### src/rtl/adder_cla_pipe.sv
// Pipelined CLA adder/subtractor: STG registered carry segments of BW-bit lookahead groups, latency STG.
// Global-enable pipeline: a held result (o_valid & ~i_ready) freezes every stage and drops o_ready.
module adder_cla_pipe #(
  parameter int DW  = 32,
  parameter int BW  = 4,
  parameter int STG = 4
) (
  input  logic          i_clk,
  input  logic          i_rst,
  input  logic          i_valid,
  output logic          o_ready,
  input  logic [DW-1:0] i_A,
  input  logic [DW-1:0] i_B,
  input  logic          i_Cin,
  input  logic          i_sub,
  output logic          o_valid,
  input  logic          i_ready,
  output logic [DW-1:0] o_S,
  output logic          o_Cout,
  output logic          o_V,
  output logic          o_Z
);

  localparam int SW = DW / STG;
  localparam int NG = SW / BW;

  if (STG < 1 || (DW % (STG * BW)) != 0) begin : g_param_check
    $error("adder_cla_pipe: need STG >= 1 and DW divisible by STG*BW");
  end

  // Index k of each array is the input side of stage k; index STG is the pipeline output.
  logic [DW-1:0] a_st   [STG];
  logic [DW-1:0] b_st   [STG];
  logic [DW-1:0] s_st   [STG+1];
  logic          c_st   [STG+1];
  logic          vld_st [STG+1];
  logic          cmsb_q;
  logic          adv;

  assign adv       = ~vld_st[STG] | i_ready;
  assign o_ready   = adv;

  assign a_st[0]   = i_A;
  assign b_st[0]   = i_sub ? ~i_B : i_B;
  assign c_st[0]   = i_sub | i_Cin;
  assign s_st[0]   = '0;
  assign vld_st[0] = i_valid;

  for (genvar k = 0; k < STG; k++) begin : g_stage
    logic [SW-1:0] a_sl, b_sl, g, p, c;
    logic [DW-1:0] s_nxt, s_q;
    logic          cout, c_q, vld_q;
    logic          cg, cr, gg, pp;

    assign a_sl = a_st[k][k*SW +: SW];
    assign b_sl = b_st[k][k*SW +: SW];
    assign g    = a_sl & b_sl;
    assign p    = a_sl ^ b_sl;

    // Group G/P resolves each group's carry-out in one level; bit carries ripple inside the group.
    always_comb begin
      c  = '0;
      cg = c_st[k];
      cr = 1'b0;
      gg = 1'b0;
      pp = 1'b0;
      for (int j = 0; j < NG; j++) begin
        cr = cg;
        gg = 1'b0;
        pp = 1'b1;
        for (int i = 0; i < BW; i++) begin
          c[j*BW+i] = cr;
          cr = g[j*BW+i] | (p[j*BW+i] & cr);
          gg = g[j*BW+i] | (p[j*BW+i] & gg);
          pp = pp & p[j*BW+i];
        end
        cg = gg | (pp & cg);
      end
      cout = cg;
    end

    always_comb begin
      s_nxt = s_st[k];
      s_nxt[k*SW +: SW] = p ^ c;
    end

    always_ff @(posedge i_clk or posedge i_rst) begin
      if (i_rst) begin
        vld_q <= 1'b0;
        s_q   <= '0;
        c_q   <= 1'b0;
      end else if (adv) begin
        vld_q <= vld_st[k];
        s_q   <= s_nxt;
        c_q   <= cout;
      end
    end

    assign vld_st[k+1] = vld_q;
    assign s_st[k+1]   = s_q;
    assign c_st[k+1]   = c_q;

    if (k < STG - 1) begin : g_pass
      logic [DW-1:0] a_q, b_q;
      always_ff @(posedge i_clk or posedge i_rst) begin
        if (i_rst) begin
          a_q <= '0;
          b_q <= '0;
        end else if (adv) begin
          a_q <= a_st[k];
          b_q <= b_st[k];
        end
      end
      assign a_st[k+1] = a_q;
      assign b_st[k+1] = b_q;
    end else begin : g_last
      // Carry into the MSB is kept so overflow can be formed from registered values.
      always_ff @(posedge i_clk or posedge i_rst) begin
        if (i_rst)    cmsb_q <= 1'b0;
        else if (adv) cmsb_q <= c[SW-1];
      end
    end
  end

  assign o_valid = vld_st[STG];
  assign o_S     = s_st[STG];
  assign o_Cout  = c_st[STG];
  assign o_V     = cmsb_q ^ c_st[STG];
  assign o_Z     = (s_st[STG] == '0);

endmodule

### config.mk
export PLATFORM = sky130hd
export DESIGN_NAME = adder_cla_pipe
export DESIGN_NICKNAME = d
export VERILOG_FILES = /design/src/rtl/adder_cla_pipe.sv
export SDC_FILE = /design/constraint.sdc
export NUM_CORES = 1
export LEC_CHECK = 0
export CORE_MARGIN = 2
export CORE_UTILIZATION = 50
export CTS_CLUSTER_DIAMETER = 50
export DETAILED_ROUTE_END_ITERATION = 10
export PLACE_DENSITY = 0.73
export SYNTH_ARGS = -nofsm -noshare
export SYNTH_HDL_FRONTEND = slang
export SYNTH_SLANG_ARGS = --single-unit
### constraint.sdc
create_clock -name i_clk -period 15.45 [get_ports i_clk]
set_input_delay 4.635 -clock i_clk [delete_from_list [all_inputs] [get_ports i_clk]]
set_output_delay 4.635 -clock i_clk [all_outputs]
set_load 0.05 [all_outputs]
# After elaboration in Yosys (flattened, before gate mapping)
# Cells that the tools add are included.
[totals]
ff_bits = 281
input_bits = 70
output_inout_bits = 37
wordCells = 174
[classes]
n_mux = 1
bitwise_logic = 153
reduce_logical = 1
[op_table]
columns = ["op", "n"]
rows = [
  ["1-bit bitwise AND", 80],
  ["8-bit bitwise XOR", 8],
  ["1-bit OR", 58],
  ["8-bit bitwise AND", 4],
  ["32-bit logical NOT", 1],
  ["32-bit 2-to-1 mux", 1],
  ["32-bit NOT", 1],
  ["1-bit NOT", 1],
  ["1-bit bitwise XOR", 1],
]

# Logic depth before layout (Yosys ltp)
[depth]
depth_word = 17
ltp_mapped = 12
depth_no_buf = 10

# Least setup slack after synthesis
# No wires, ideal clock.
[synth_timing]
path_type = "in2out"
startpoint = "in i_ready"
endpoint = "out o_ready"
arrival_time_ns = 5.372
required_ns = 10.815
slack_ns = 5.443
path_stages = 5
path_buffers = 3
path_cell_list = "nor2b_1 > buf_6 > inv_2 > buf_2 > buf_2"
[synth_via]
elab_chain_len = 1
[synth_lines]
columns = ["element", "line", "source"]
rows = [
  ["start, declared", "17", "input logic i_ready,"],
  ["1-bit OR", "40", "assign adv = ~vld_st[STG] | i_ready;"],
  ["end, declared", "11", "output logic o_ready,"],
]
# Every way passes these cells.

# Final worst setup path
# Same ends and word-level chain as after synthesis.

==> impl_metrics.ini <==
[sta]
setup_tns_ns = 0
min_period_over_period_pct = 73.05
maxSlewHeadroom_pct = 26.75
rsz0062_at_grt = no
slew_viol_final = 0
hold_slack_ns = 0.4663
fin_crit_ns = 11.29
finalSetupViolations = 0
hold_viol = 0
max_freq_ghz = 0.08860
skew_ns = 0.006612
timing.final.ws_setup_ns = 4.163
worst_pin_slew_ns = 1.099

[clocking]
hold_buffers = 0
post_cts_buffers = 0
insertion_delay_ns = 0.43
cts_tree = built
clkSinkCount = 185
cts.clk_slew.worst_paths_ns = 0.06
cts_buffers = 17
cts-resized-gates = 0
clock-root-buffer = clkbuf_16
clockBufferDepth = 2
htree_num_levels = 4

[placement]
io_buffers = 106
place_inst = 1198
pre_cts_ws_ns = 4.162
place_area_sq_um = 9635
dp_hpwl_mm = 11.08
place.gp.congestion = 0.7698

[drt]
drtIter0Drc = 444
dr_total_vias = 5978
routed_wl_mm = 16.53
firstDrtPassIters = 5
ant_nets = 0
met1_length_mm = 8.137
avgRoutedWirePerCell_um = 13.45
viasPerCell = 4.864
post-route-drc-count = 0
top_layer = met4
routed-wl-met3_um = 685
route.met2.wl_mm = 7.433

[floorplanning]
die_h_um = 134.4
dieWidth_um = 134.4
start_util_pct = 51.25
core-area_sq_um = 16580
dieArea_sq_um = 18060
io_pins = 107
num_rows = 47

[hold_path]
hp-start = g_stage[1].s_q[2]
hold_class = flip-flop to flip-flop
hold_path_end = g_stage[1].s_q[2]
hold_depth = 2

[logic_synthesis]
netlist.area_leader.share_pct = 54.47
yosys-top-cells-area = dfrtp_1 54%, nand2_1 19%, fa_1 5.7%
syn-num-nets = 1038
synth-compound-area-share_pct = 5.049
synth_xor_area_share_pct = 4.225
synth.avg_cell_area_sq_um = 9.320
synth_area_sq_um = 8499
synth.yosys.seq_area_share_pct = 54.47
synth_top_family_by_area = simple AND/OR/NAND/NOR gates
ys_warn_count = 0
synth_seq_cells = 185
synth_adder_area_share_pct = 10.36
synth_area_leader_cell = dfrtp_1
synth-simple-area-share_pct = 21.43
synth_cell_types = 29
synthMuxAreaShare_pct = 0.2650
netlist_instances = 912

[finish]
layout_common_cells = 439 x nand2_1, 185 x dfrtp_1, 105 x clkdlybuf4s50_1, 32 x ha_1
layout_commonest_cell = nand2_1
drive_gt1_share_pct = 3.865
seq_area_sq_um = 4629
fin_area_sq_um = 10250
multiInputGateArea_sq_um = 3521
final-instance-count-excl-fill = 1229
nFillCells = 1474
syn2layout_area_growth_pct = 20.61
final_net_count = 1123
diodes = 0

[worst_setup_path]
reg2reg_from = g_stage[0].g_pass.b_q[8]
rr_worst_depth = 9
critPathLaunch = i_ready
path_max_fanout = 73
worst-r2r-setup-slack_ns = 12.67
cp.required_ns = 10.82
regToRegEndpoint = g_stage[1].s_q[15]
cp-end-kind = primary output
cp-start-kind = primary input
critPathArrivalTime_ns = 6.65
path_class = primary input to primary output

[global_route]
grt_pass1_vias = 5833
grt_max_degree = 117
grt_first_pass_wirelength_mm = 28.41
gr-usage-all-layers_pct = 20.02
overflow = 0
antenna_found_initial = 0

[power_and_ir_drop]
p_leak_uw = 0.005095
ir_drop_mv = 0.1273
p_per_area_nw_per_um2 = 212.8

[run_status]
status = finished, final reports clean

[flow_run]
max_cap_violations = 0
-- registers in the layout, indices dropped and copies added (netlist names) --
register and cells:
o_Cout 1, g_stage.g_pass.b_q 48, g_stage.g_pass.a_q 48, cmsb_q 1
o_S 32, g_stage.vld_q 3, g_stage.c_q 3, g_stage.s_q 48
o_valid 1
-- cells in the mapped netlist --
| master | number |
|---|---|
| a21o_1 | 6 |
| a21oi_1 | 27 |
| a31oi_1 | 1 |
| a32o_1 | 1 |
| and4_1 | 1 |
| buf_2 | 24 |
| buf_4 | 9 |
| buf_6 | 2 |
| clkbuf_1 | 10 |
| dfrtp_1 | 185 |
| fa_1 | 24 |
| ha_1 | 32 |
| inv_1 | 28 |
| inv_2 | 1 |
| mux2_1 | 1 |
| mux2_2 | 1 |
| nand2_1 | 439 |
| nand2b_1 | 1 |
| nand4_1 | 5 |
| nor2_1 | 16 |
| nor2b_1 | 1 |
| nor3_1 | 1 |
| nor4_1 | 8 |
| o21ai_0 | 16 |
| o21ai_1 | 29 |
| o31ai_1 | 1 |
| or3_1 | 1 |
| xnor2_1 | 29 |
| xor2_1 | 12 |
-- routing by layer --
layer,track usage (%),vias to the layer above
met4,7.076,0
met3,3.968,20
met1,29.75,2814
met2,29.54,119
li1,-,3025
met5,0,-
-- cell families (layout without fill, tap and decap cells) --
kind of cell / Yosys count / in the layout
compound gates: 81 / 81
xor+xnor: 41 / 41
fa+ha+maj: 56 / 56
buf+inv: 74 / 171
flops: 185 / 185
mux: 2 / 2
simple gates: 473 / 473
-- final cells by class --
cell class / instances / share of cell area, %
tap: 220 / 2.685
clock buffer: 24 / 4.894
timing repair buffer: 111 / 10.67
inverter: 29 / 1.135
sequential: 185 / 45.16
multi-input combinational: 653 / 34.35
clock inverter: 7 / 1.111
-- through the flow --
step | power [uW] | utilization (%)
finish | 2181 | 61.82
detailed placement | 1742 | 58.10
floorplan | 1471 | -
global placement | 1706 | 58.10
CTS | 2200 | 61.82
global route | 2351 | 61.82
-- critical path, cell delays in order --
cell and delay, ns:
clkdlybuf4s50_1 0.50, nor2b_4 0.06, inv_4 0.50, clkdlybuf4s50_1 0.93
-- worst max-delay path by stage --
stage          depth (start not counted)  slack (ns)      end
4_1_cts                                4        4.17  o_ready
5_1_grt                                4        4.06  o_ready
2_1_floorplan                          5        5.44  o_ready
3_3_place_gp                           4        4.17  o_ready
6_report                               4        4.16  o_ready
3_5_place_dp                           4        4.16  o_ready
-- power by group --
part           switching [uW]  leakage, uW  internal, uW  total, uW
registers                 152      0.00223           702        854
logic                     543      0.00256           333        876
clock network             176     0.000306           275        451
Power figures use the tool's default switching activity.
